$ cat config.mk
export PLATFORM = sky130hd
export DESIGN_NAME = timer_ctrl
export DESIGN_NICKNAME = d
export VERILOG_FILES = /design/src/rtl/timer_ctrl.sv
export SDC_FILE = /design/constraint.sdc
export NUM_CORES = 1
export LEC_CHECK = 0
export CAP_MARGIN = 20
export CORE_MARGIN = 5
export CORE_UTILIZATION = 54
export CTS_CLUSTER_SIZE = 25
export DETAILED_ROUTE_END_ITERATION = 6
export PLACE_DENSITY = 0.86
export SYNTH_ARGS = -nofsm -noshare
export SYNTH_HDL_FRONTEND = slang
export SYNTH_SLANG_ARGS = --single-unit
$ cat constraint.sdc
create_clock -name clk -period 2.1 [get_ports clk]
set_input_delay 0.525 -clock clk [delete_from_list [all_inputs] [get_ports clk]]
set_output_delay 0.525 -clock clk [all_outputs]
set_load 0.01 [all_outputs]
$ cat src/rtl/timer_ctrl.sv
// Command-driven controller for a prescaled WIDTH-bit up-counter. It supports
// one-shot and periodic modes and raises a registered one-cycle tick at each terminal count.
module timer_ctrl #(
    parameter int WIDTH = 8,
    parameter int PW    = 8
) (
    input  logic             clk,
    input  logic             reset,
    input  logic             cmd_valid,
    output logic             cmd_ready,
    input  logic [1:0]       cmd_op,
    input  logic [WIDTH-1:0] cmd_data,
    output logic [WIDTH-1:0] cnt,
    output logic             busy,
    output logic             tick,
    output logic             done,
    output logic [1:0]       dbg_state
);

    typedef enum logic [1:0] {
        S_IDLE = 2'd0,
        S_RUN  = 2'd1,
        S_DONE = 2'd2
    } state_t;

    localparam logic [1:0] OP_LOAD_LIMIT = 2'd0;
    localparam logic [1:0] OP_LOAD_PRESC = 2'd1;
    localparam logic [1:0] OP_START      = 2'd2;
    localparam logic [1:0] OP_STOP       = 2'd3;

    state_t           state_q, state_d;
    logic [WIDTH-1:0] cnt_q, cnt_d;
    logic [WIDTH-1:0] limit_q, limit_d;
    logic [PW-1:0]    presc_q, presc_d;
    logic [PW-1:0]    presc_cnt_q, presc_cnt_d;
    logic             periodic_q, periodic_d;
    logic             tick_q, tick_d;
    logic             ready_q, ready_d;
    logic             accept;
    logic             step;

    // Handshake: a command transfers on a rising edge where cmd_valid and cmd_ready
    // are both high. cmd_ready is low for exactly the one cycle after each transfer.
    // The host keeps cmd_valid and its payload stable until the transfer happens.
    assign accept = cmd_valid & ready_q;

    always_comb begin
        state_d     = state_q;
        cnt_d       = cnt_q;
        limit_d     = limit_q;
        presc_d     = presc_q;
        presc_cnt_d = presc_cnt_q;
        periodic_d  = periodic_q;
        tick_d      = 1'b0;
        ready_d     = 1'b1;
        step        = 1'b0;

        if (state_q == S_RUN) begin
            if (presc_cnt_q == presc_q) begin
                presc_cnt_d = '0;
                step        = 1'b1;
            end else begin
                presc_cnt_d = presc_cnt_q + PW'(1);
            end
        end

        // An accepted command overrides any step on the same edge. The step's
        // count, tick and state effects are dropped.
        if (accept) begin
            ready_d = 1'b0;
            case (cmd_op)
                OP_LOAD_LIMIT: limit_d = cmd_data;
                OP_LOAD_PRESC: begin
                    presc_d     = PW'(cmd_data);
                    presc_cnt_d = '0;
                end
                OP_START: begin
                    cnt_d       = '0;
                    presc_cnt_d = '0;
                    periodic_d  = cmd_data[0];
                    state_d     = S_RUN;
                end
                OP_STOP: state_d = S_IDLE;
            endcase
        end else if (step) begin
            if (cnt_q == limit_q) begin
                tick_d = 1'b1;
                if (periodic_q) begin
                    cnt_d = '0;
                end else begin
                    state_d = S_DONE;
                end
            end else begin
                cnt_d = cnt_q + WIDTH'(1);
            end
        end
    end

    always_ff @(posedge clk or posedge reset) begin
        if (reset) begin
            state_q     <= S_IDLE;
            cnt_q       <= '0;
            limit_q     <= '1;
            presc_q     <= '0;
            presc_cnt_q <= '0;
            periodic_q  <= 1'b0;
            tick_q      <= 1'b0;
            ready_q     <= 1'b1;
        end else begin
            state_q     <= state_d;
            cnt_q       <= cnt_d;
            limit_q     <= limit_d;
            presc_q     <= presc_d;
            presc_cnt_q <= presc_cnt_d;
            periodic_q  <= periodic_d;
            tick_q      <= tick_d;
            ready_q     <= ready_d;
        end
    end

    assign cmd_ready = ready_q;
    assign cnt       = cnt_q;
    assign busy      = (state_q == S_RUN);
    assign done      = (state_q == S_DONE);
    assign tick      = tick_q;
    assign dbg_state = state_q;

endmodule
==> metrics.cfg <==
[run_status]
outcome=finished clean

[final_layout]
areaGrowthSynthToFinish_pct=19.7
nets=222
fillers=249
layout-drive-gt1-share_pct=23.0
finish.utilization_pct=68.3
fin_area_um2=2310
n_antenna_cell=0

[floorplan]
coreArea_um2=3390
die_h_um=69.8
start_util_pct=57.0
rows=21
die_x_um=69.8
io_pins=27
dieArea_um2=4880

[worst_setup_path]
reg2reg_slack_ns=0.23
crit_fanout=5
cp.required_ns=1.57
rr_worst_depth=5
criticalPathCategory=register to output port
cp.arrival_ns=1.46
cp-end-kind=output port
timing.rr.start=presc_cnt_q[2]$_DFF_PP0_
r2r_end=presc_cnt_q[7]$_DFF_PP0_
startpoint_type=register

[clock_network]
clock_path_buffers=2
clock_sinks=37
insertion_delay_ns=0.34
h-tree-depth=2
cts_buffers=5
clock-root-buffer=clkbuf_4
cts_tree=done
clkTransAtPathRegs_ns=0.11

[global_route]
antenna_found_initial=0
grt_pass1_vias=1417
grt_overflow=0
grt_max_degree=38
track_usage_pct=17.4
grt_pass1_wl_um=6780

[synthesis]
yosys.area.top_type=dfrtp_1
syn_nets=189
synth_cells=170
synth.most_common_cell=dfrtp_1
synth-seq-cells=37
synth_top_family_by_area=simple AND/OR/NAND/NOR gates
ys.flop_type=dfrtp_1
yosysUniqueCellTypes=36
synth_area_um2=1930
synth_xor_area_share_pct=10.4
synth_top_area_share_pct=36.2
yosysWarnings=0
synth_simple_gate_area_share_pct=16.5
synth.avg_cell_area_um2=11.4
synth_compound_area_share_pct=8.03
synth_common_cells=dfrtp_1, xor2_1, mux2_2
synthMuxAreaShare_pct=9.90
synth_edf_count=0
synth_top_cells_by_area=dfrtp_1, dfstp_2, xor2_1
synthArstFlopShare_pct=100
yosys.area_share.adder_pct=3.88
yosysSeqAreaShare_pct=48.5

[hold_path]
hold_path_end=presc_q[4]$_DFFE_PP0P_
hold_path_class=register to register
min-delay-start=presc_q[4]$_DFFE_PP0P_
hold_depth=1

[sta]
fin_tns_setup_ns=0
finalSetupViolations=0
drv_slew=0
max_freq_mhz=504
min_period_over_period_pct=94.5
layout_min_cycle_time_ns=1.99
hold_viol=0
rsz0062_at_grt=no
clock_skew_ns=0.0108
worst_pin_slew_ns=0.454
relSlewSlack_pct=69.7

[drt]
via_count=1370
vias_per_cell=5.48
finalWirelength_um=3960
routedWlPerCell_um=15.9
firstDrtPassIters=4
ant_nets=0
drcViolationCount=0
drt_iter0_drc=72

[pwr]
vdd_drop_max_v=0.000485
p_leak_nw=1.05
cellPowerDensity_nw_per_um2=834

[flow_run]
drv_cap=0

[placement]
port_buffers=26
place_hpwl_um=3090
dpl-instance-area_um2=2250
place_congestion=0.775

==> stage by stage <==
step	power [mW]	hold slack (ns)	setup WS [ns]	instances
floorplan	1.38	0.484	0.508	170
global placement	1.51	0.506	0.0721	242
detailed placement	1.56	0.523	0.00346	242
CTS	1.94	0.546	0.0956	250
global route	2.05	0.561	0.0605	250
finish	1.93	0.544	0.115	250
==> layout make-up <==
class                           count  area, um^2  area share (%)
Clock buffer                        8        58.8            2.54
Multi-Input combinational cell    121         945            40.8
Inverter                            9        35.0            1.51
Tap cell                           46        57.6            2.49
Timing Repair Buffer               29         282            12.2
Sequential cell                    37         937            40.5
==> critical path, stage by stage, from the launching register on <==
cell and delay (ns):
dfrtp_1 0.45, nor2b_1 0.13, clkdlybuf4s50_1 0.54
==> how the worst max path moves through the flow <==
stage	startpoint	endpoint	slack [ns]	cells after the start
final	dbg_state[0]$_DFFE_PP0P_	done	0.11	2
after global routing	dbg_state[0]$_DFFE_PP0P_	done	0.06	2
after CTS	dbg_state[0]$_DFFE_PP0P_	done	0.1	2
after detailed placement	cmd_op[1]	presc_q[2]$_DFFE_PP0P_	0.003	5
after global placement	cmd_op[1]	presc_q[5]$_DFFE_PP0P_	0.07	5
after floorplan	cnt[7]$_DFFE_PP0P_	dbg_state[0]$_DFFE_PP0P_	0.51	6
==> flip-flops by register name, summed over array words and instances, names as in the netlist <==
signal	flops
cmd_ready	1
cnt	8
dbg_state	2
limit_q	8
periodic_q	1
presc_cnt_q	8
presc_q	8
tick	1
==> kinds of logic after synthesis <==
logic type	count (synthesis)
DFF	37
xor gates and xnor gates	23
and+or+nand+nor	53
muxes	17
buffers and inverters	12
adders and majority gates	6
AOI/OAI and AO/OA	22
==> repair_timing <==
item                                    in CTS  in global routing
hold buffers                                 0                  0
buffers inserted                             0                  0
endpoints found under the setup margin       1                  0
resized for setup                            3                  0
==> cells in the final DEF (no fill, tap or decap), drive strengths merged, types with 2 or more instances in the layout <==
cell type       n
xor2           22
ha              6
dfstp           9
nor3            2
clkdlybuf4s50  25
nand2           9
and2            4
mux2           17
clkbuf          8
nor2           11
nor4            3
o21ai           5
nand4           3
buf             3
a21oi           3
a31oi           8
dfrtp          28
inv             8
nand3           6
and3            6
nand3b          2
nand2b          4
o211ai          2
==> power by group <==
group / switching (mW) / internal, mW / leakage, nW
sequential: 0.147 / 0.871 / 0.457
combinational: 0.258 / 0.268 / 0.560
clock: 0.222 / 0.165 / 0.0326
==> routing by layer <==
metal | GRT usage, % | routed length (um) | share of wire [%]
met1 | 21.5 | 1700 | 43
met2 | 29.2 | 2010 | 51
met3 | 4.06 | 181 | 4.6
met4 | 7.23 | 69 | 1.7
met5 | 0 | 0 | 0
(Power assumes the default switching activity.)
